===== config.mk =====
export PLATFORM = sky130hd
export DESIGN_NAME = ts_cc_monitor
export DESIGN_NICKNAME = d
export VERILOG_FILES = /design/src/rtl/ts_cc_monitor.sv
export SDC_FILE = /design/constraint.sdc
export NUM_CORES = 1
export LEC_CHECK = 0
export BUFFER_PORTS_ARGS = -buffer_cell sky130_fd_sc_hd__clkbuf_2
export CAP_MARGIN = 20
export CELL_PAD_IN_SITES_DETAIL_PLACEMENT = 1
export CELL_PAD_IN_SITES_GLOBAL_PLACEMENT = 1
export CORE_ASPECT_RATIO = 1.1
export CORE_MARGIN = 3
export CORE_UTILIZATION = 32
export CTS_BUF_LIST = sky130_fd_sc_hd__clkbuf_4 sky130_fd_sc_hd__clkbuf_8 sky130_fd_sc_hd__clkbuf_16
export CTS_CLUSTER_DIAMETER = 120
export DETAILED_ROUTE_END_ITERATION = 8
export MAX_ROUTING_LAYER = met4
export PLACE_DENSITY = 0.61
export SYNTH_ARGS = -nofsm -noshare
export SYNTH_HDL_FRONTEND = slang
export SYNTH_SLANG_ARGS = --single-unit

===== constraint.sdc =====
create_clock -name clk -period 4.4 [get_ports clk]
set_input_delay 1.1 -clock clk [delete_from_list [all_inputs] [get_ports clk]]
set_output_delay 1.1 -clock clk [all_outputs]
set_load 0.005 [all_outputs]

===== src/rtl/ts_cc_monitor.sv =====
// TS header parser and per-PID continuity-counter checker.
// Sits behind sync recovery; reports CC/TEI errors and framing loss.
module ts_cc_monitor #(
    parameter int NUM_PIDS = 8,
    parameter int CNT_W    = 16
) (
    input  logic             clk,
    input  logic             rst,
    input  logic [7:0]       byte_in,
    input  logic             byte_valid,
    input  logic             pkt_start,
    input  logic             clr_stats,
    output logic             hdr_valid,
    output logic [12:0]      pid,
    output logic [3:0]       cc,
    output logic             pusi,
    output logic             tei,
    output logic             cc_err,
    output logic             sync_loss,
    output logic             table_full,
    output logic [CNT_W-1:0] pkt_count,
    output logic [CNT_W-1:0] cc_err_count,
    output logic [CNT_W-1:0] tei_count
);

    localparam int IW = (NUM_PIDS > 1) ? $clog2(NUM_PIDS) : 1;

    typedef enum logic [2:0] {
        IDLE, H1, H2, H3, PAY, CHK
    } state_t;

    state_t      state_q, state_d;
    logic [7:0]  byte_cnt_q, byte_cnt_d;
    logic        sync_d;
    logic        hdr_go;
    logic        is_sync;

    logic        cur_tei;
    logic        cur_pusi;
    logic [12:0] cur_pid;

    logic              tbl_vld [NUM_PIDS];
    logic [12:0]       tbl_pid [NUM_PIDS];
    logic [3:0]        tbl_cc  [NUM_PIDS];
    logic              tbl_dup [NUM_PIDS];

    logic          hit;
    logic          has_free;
    logic [IW-1:0] hit_idx;
    logic [IW-1:0] free_idx;
    logic [3:0]    new_cc;
    logic [1:0]    new_afc;
    logic [3:0]    last_cc;
    logic          last_dup;
    logic          is_null;
    logic          chk_err;
    logic          chk_dup;
    logic          err_d;

    function automatic logic [CNT_W-1:0] sat_inc(
        input logic [CNT_W-1:0] v
    );
        return (&v) ? v : v + CNT_W'(1);
    endfunction

    assign is_sync = pkt_start && (byte_in == 8'h47);

    always_ff @(posedge clk or negedge rst) begin
        if (!rst) begin
            state_q    <= IDLE;
            byte_cnt_q <= '0;
        end else begin
            state_q    <= state_d;
            byte_cnt_q <= byte_cnt_d;
        end
    end

    always_comb begin
        state_d    = state_q;
        byte_cnt_d = byte_cnt_q;
        sync_d     = 1'b0;
        hdr_go     = 1'b0;
        if (byte_valid) begin
            unique case (state_q)
                IDLE: begin
                    if (is_sync)
                        state_d = H1;
                end
                H1, H2, H3, PAY: begin
                    // a start inside a packet means it was cut short
                    if (pkt_start) begin
                        sync_d  = 1'b1;
                        state_d = H1;
                    end else begin
                        unique case (state_q)
                            H1: state_d = H2;
                            H2: state_d = H3;
                            H3: begin
                                hdr_go     = 1'b1;
                                state_d    = PAY;
                                byte_cnt_d = 8'd4;
                            end
                            default: begin
                                byte_cnt_d = byte_cnt_q + 8'd1;
                                if (byte_cnt_q == 8'd187)
                                    state_d = CHK;
                            end
                        endcase
                    end
                end
                CHK: begin
                    if (is_sync) begin
                        state_d = H1;
                    end else begin
                        sync_d  = 1'b1;
                        state_d = IDLE;
                    end
                end
                default: state_d = IDLE;
            endcase
        end
    end

    always_ff @(posedge clk or negedge rst) begin
        if (!rst) begin
            cur_tei  <= 1'b0;
            cur_pusi <= 1'b0;
            cur_pid  <= '0;
        end else if (byte_valid && !pkt_start) begin
            if (state_q == H1) begin
                cur_tei       <= byte_in[7];
                cur_pusi      <= byte_in[6];
                cur_pid[12:8] <= byte_in[4:0];
            end
            if (state_q == H2)
                cur_pid[7:0] <= byte_in;
        end
    end

    always_comb begin
        hit      = 1'b0;
        hit_idx  = '0;
        has_free = 1'b0;
        free_idx = '0;
        // descending scan so the lowest free slot wins
        for (int i = NUM_PIDS - 1; i >= 0; i--) begin
            if (tbl_vld[i] && tbl_pid[i] == cur_pid) begin
                hit     = 1'b1;
                hit_idx = IW'(i);
            end
            if (!tbl_vld[i]) begin
                has_free = 1'b1;
                free_idx = IW'(i);
            end
        end
    end

    assign new_cc   = byte_in[3:0];
    assign new_afc  = byte_in[5:4];
    assign last_cc  = tbl_cc[hit_idx];
    assign last_dup = tbl_dup[hit_idx];
    assign is_null  = (cur_pid == 13'h1FFF);

    always_comb begin
        chk_err = 1'b0;
        chk_dup = last_dup;
        if (!new_afc[0]) begin
            chk_err = (new_cc != last_cc);
        end else if (new_cc == last_cc + 4'd1) begin
            chk_dup = 1'b0;
        end else if (new_cc == last_cc && !last_dup) begin
            chk_dup = 1'b1;
        end else begin
            chk_err = 1'b1;
            chk_dup = 1'b0;
        end
    end

    assign err_d = hit && !is_null && chk_err;

    always_ff @(posedge clk or negedge rst) begin
        if (!rst) begin
            hdr_valid    <= 1'b0;
            pid          <= '0;
            cc           <= '0;
            pusi         <= 1'b0;
            tei          <= 1'b0;
            cc_err       <= 1'b0;
            sync_loss    <= 1'b0;
            table_full   <= 1'b0;
            pkt_count    <= '0;
            cc_err_count <= '0;
            tei_count    <= '0;
            for (int i = 0; i < NUM_PIDS; i++) begin
                tbl_vld[i] <= 1'b0;
                tbl_pid[i] <= '0;
                tbl_cc[i]  <= '0;
                tbl_dup[i] <= 1'b0;
            end
        end else begin
            hdr_valid <= 1'b0;
            cc_err    <= 1'b0;
            sync_loss <= sync_d;
            if (hdr_go) begin
                hdr_valid <= 1'b1;
                pid       <= cur_pid;
                cc        <= new_cc;
                pusi      <= cur_pusi;
                tei       <= cur_tei;
                cc_err    <= err_d;
            end
            if (clr_stats) begin
                table_full   <= 1'b0;
                pkt_count    <= '0;
                cc_err_count <= '0;
                tei_count    <= '0;
                for (int i = 0; i < NUM_PIDS; i++)
                    tbl_vld[i] <= 1'b0;
            end else if (hdr_go) begin
                pkt_count <= sat_inc(pkt_count);
                if (err_d)
                    cc_err_count <= sat_inc(cc_err_count);
                if (cur_tei)
                    tei_count <= sat_inc(tei_count);
                if (!is_null) begin
                    if (hit) begin
                        tbl_cc[hit_idx]  <= new_cc;
                        tbl_dup[hit_idx] <= chk_dup;
                    end else if (has_free) begin
                        tbl_vld[free_idx] <= 1'b1;
                        tbl_pid[free_idx] <= cur_pid;
                        tbl_cc[free_idx]  <= new_cc;
                        tbl_dup[free_idx] <= 1'b0;
                    end else begin
                        table_full <= 1'b1;
                    end
                end
            end
        end
    end

endmodule


==> qor.yml <==
hold_class: "flip-flop to flip-flop"
syn_area_um2: 12700
async_flop_share: 1.00
fp.dieH_um: 215
vias_per_cell: 5.17
mostFrequentLayoutCell: "dfrtp_1"
crit_type: "flip-flop to flip-flop"
grt_pass1_wl_um: 60500
synth_edf_count: 0
r2r_setup_slack_ns: 0.16
start_kind: "flip-flop"
layout-drive-gt1-share: 0.368
timing.fmax_mhz: 236
dieArea_um2: 42200
synth_cell_types: 69
routed_wl_um: 38000
clock_latency_ns: 0.58
drc_errors: 0
die_w_um: 196
io_pins: 84
syn_to_final_growth_pct: 26.3
tritoncts: "built"
hold_end: "pid[11]"
holdWs_ns: 0.476
dp_slack_ns: -0.0409
cts_inserted_buffers: 30
antenna_found_initial: 0
min_from: "pid[11]"
gr-total-overflow: 0
arrival_ns: 4.70
critPathMaxFanout: 13
r2r-end: "cc_err_count[13]"
report.final.slew_viol_count: 0
skew_ns: 0.0167
hold_violations: 0
finalCritPeriodShare: 0.964
ant_nets: 0
layout_common_cells: "dfrtp_1, mux2_2, nand2_1"
worstPathRequired_ns: 4.85
ys_warn_count: 0
ir_drop_mv: 0.391
grt_max_degree: 99
fp-row-count: 76
synth_nets: 1208
grt_util_all_layers: 0.183
fin_ws_ns: 0.159
fin_crit_ns: 4.24
end_kind: "flip-flop"
power.leakage_nw: 7.21
numPortBuffers: 83
powerDensity_nw_per_um2: 491
fin_nets: 1373
maxCapViolCount: 0
seqCellArea_um2: 6240
ctsHtreeMaxLevel: 1
worst_pin_slew_ns: 0.820
cts.clk_slew.worst_paths_ns: 0.06
synth_area_leaders: "dfrtp_1, mux2_2, xnor2_1, nand2_1, nand4_1"
grt_pass1_vias: 10500
hpwl_um: 27000
fillCellCount: 4311
initial_utilization: 0.325
clockBufferDepth: 3
wl_per_cell_um: 20.2
synth_ff_type: "dfrtp_1"
status: "completed"
synthCells: 1190
num_antenna_cells: 0
multi_input_area_um2: 6560
drtPass1Iterations: 4
synth_top_cell_by_area: "dfrtp_1"
route.vias.total: 9758
coreArea_um2: 39200
dr.first_iter.drc_count: 338
gp_congestion: 0.854
clock_sinks: 249
ys_seq_area_frac: 0.490
avgSynthCellArea_um2: 10.7
r2r_start: "cur_pid[12]"
ff2ff_path_depth: 17
whs_path_depth: 2
tns_ns: 0
slew-limit-headroom: 0.453
setup_viol: 0
cts-root-buf: "clkbuf_16"
synth_top_area_frac: 0.490
ys_ff_latch: 249
[power breakdown]
part | switching, W | internal [W]
clock network | 0.00104 | 0.00169
registers | 0.000264 | 0.00251
logic | 0.00128 | 0.00111
[flip-flops by register name, indices dropped and copies added, names as in the netlist, 3 cells and up]
register and cells:
byte_cnt_q 8, cc 4, cc_err_count 16, cur_pid 13
pid 13, pkt_count 16, state_q 3, tbl_cc 32
tbl_dup 8, tbl_pid 104, tbl_vld 8, tei_count 16
[cell families after synthesis]
logic type | after synthesis | share of synthesized area
adder cells (fa/ha/maj) | 5 | 0.00492
flip-flops | 249 | 0.490
XOR/XNOR | 141 | 0.0970
buffers and inverters | 92 | 0.0335
AND/OR/NAND/NOR | 422 | 0.168
AO/OA/AOI/OAI | 120 | 0.0634
multiplexers | 161 | 0.144
[final cells by class]
| class | instances | area share |
|---|---|---|
| clock buffer | 42 | 0.0547 |
| inverter | 22 | 0.00514 |
| sequential | 249 | 0.388 |
| multi-input combinational | 849 | 0.408 |
| tap | 507 | 0.0395 |
| timing repair buffer | 203 | 0.0902 |
| clock inverter | 14 | 0.0139 |
[what timing repair did]
action,4_1_cts,5_1_grt
setup buffers,0,14
pin swaps,0,14
resized for setup,5,78
hold buffers,0,0
endpoints found under the setup margin,10,24
[cell usage after synthesis (all sizes together), types with 3 or more instances]
master / instances
nor3: 17
nand3b: 6
a31oi: 3
or4: 10
nor2b: 15
nor3b: 3
xor2: 30
o22ai: 7
and2: 3
a21o: 3
dfrtp: 249
nand2b: 6
nand2: 144
clkbuf: 46
buf: 24
nand3: 19
or3: 10
mux2: 154
o21ai: 33
nand4: 65
nor4: 20
o31ai: 3
or2: 4
a21oi: 31
ha: 5
a211oi: 7
nor2: 82
o221ai: 3
mux2i: 7
xnor2: 111
and3: 11
a2111oi: 5
inv: 22
[metal layers]
metal,vias up,routed length (µm),global-route usage
met3,76,1200,0.0287
met5,-,0,-
li1,4527,-,-
met4,0,1090,0.0535
met1,5007,16800,0.233
met2,148,18900,0.302
[through the flow]
stage	instances	area (µm²)	total power [W]	utilization
after floorplan	1190	12700	0.00405	-
after global placement	1816	14400	0.00488	0.367
after detailed placement	1816	14400	0.00493	0.367
after CTS	1872	15500	0.00772	0.395
after global routing	1886	16100	0.00829	0.410
final	1886	16100	0.00790	0.410
[worst max-delay path by stage]
| stage | startpoint | to | slack (ns) |
|---|---|---|---|
| finish | cur_pid[12] | cc_err_count[13] | 0.16 |
| detailed placement | cur_pid[10] | cc_err_count[15] | -0.04 |
| global placement | cur_pid[2] | cc_err_count[4] | 0.003 |
| CTS | cur_pid[8] | cc_err_count[4] | 0.03 |
| global route | cur_pid[12] | cc_err_count[13] | -0.08 |
| floorplan | cur_pid[5] | cc_err_count[13] | 0.30 |
[critical path, stage by stage (launching register included)]
cell	delay (ns)
dfrtp_2	0.46
buf_12	0.17
xnor2_1	0.23
nand4_1	0.17
or4_4	0.50
buf_6	0.16
a2111oi_2	0.34
o21ai_1	0.14
o221a_4	0.16
mux2i_4	0.16
ha_2	0.23
xor2_2	0.16
nor2_1	0.07
o311ai_2	0.25
buf_4	0.19
nand2_8	0.09
nor4_2	0.28
mux2_1	0.35
(Power assumes the default switching activity.)
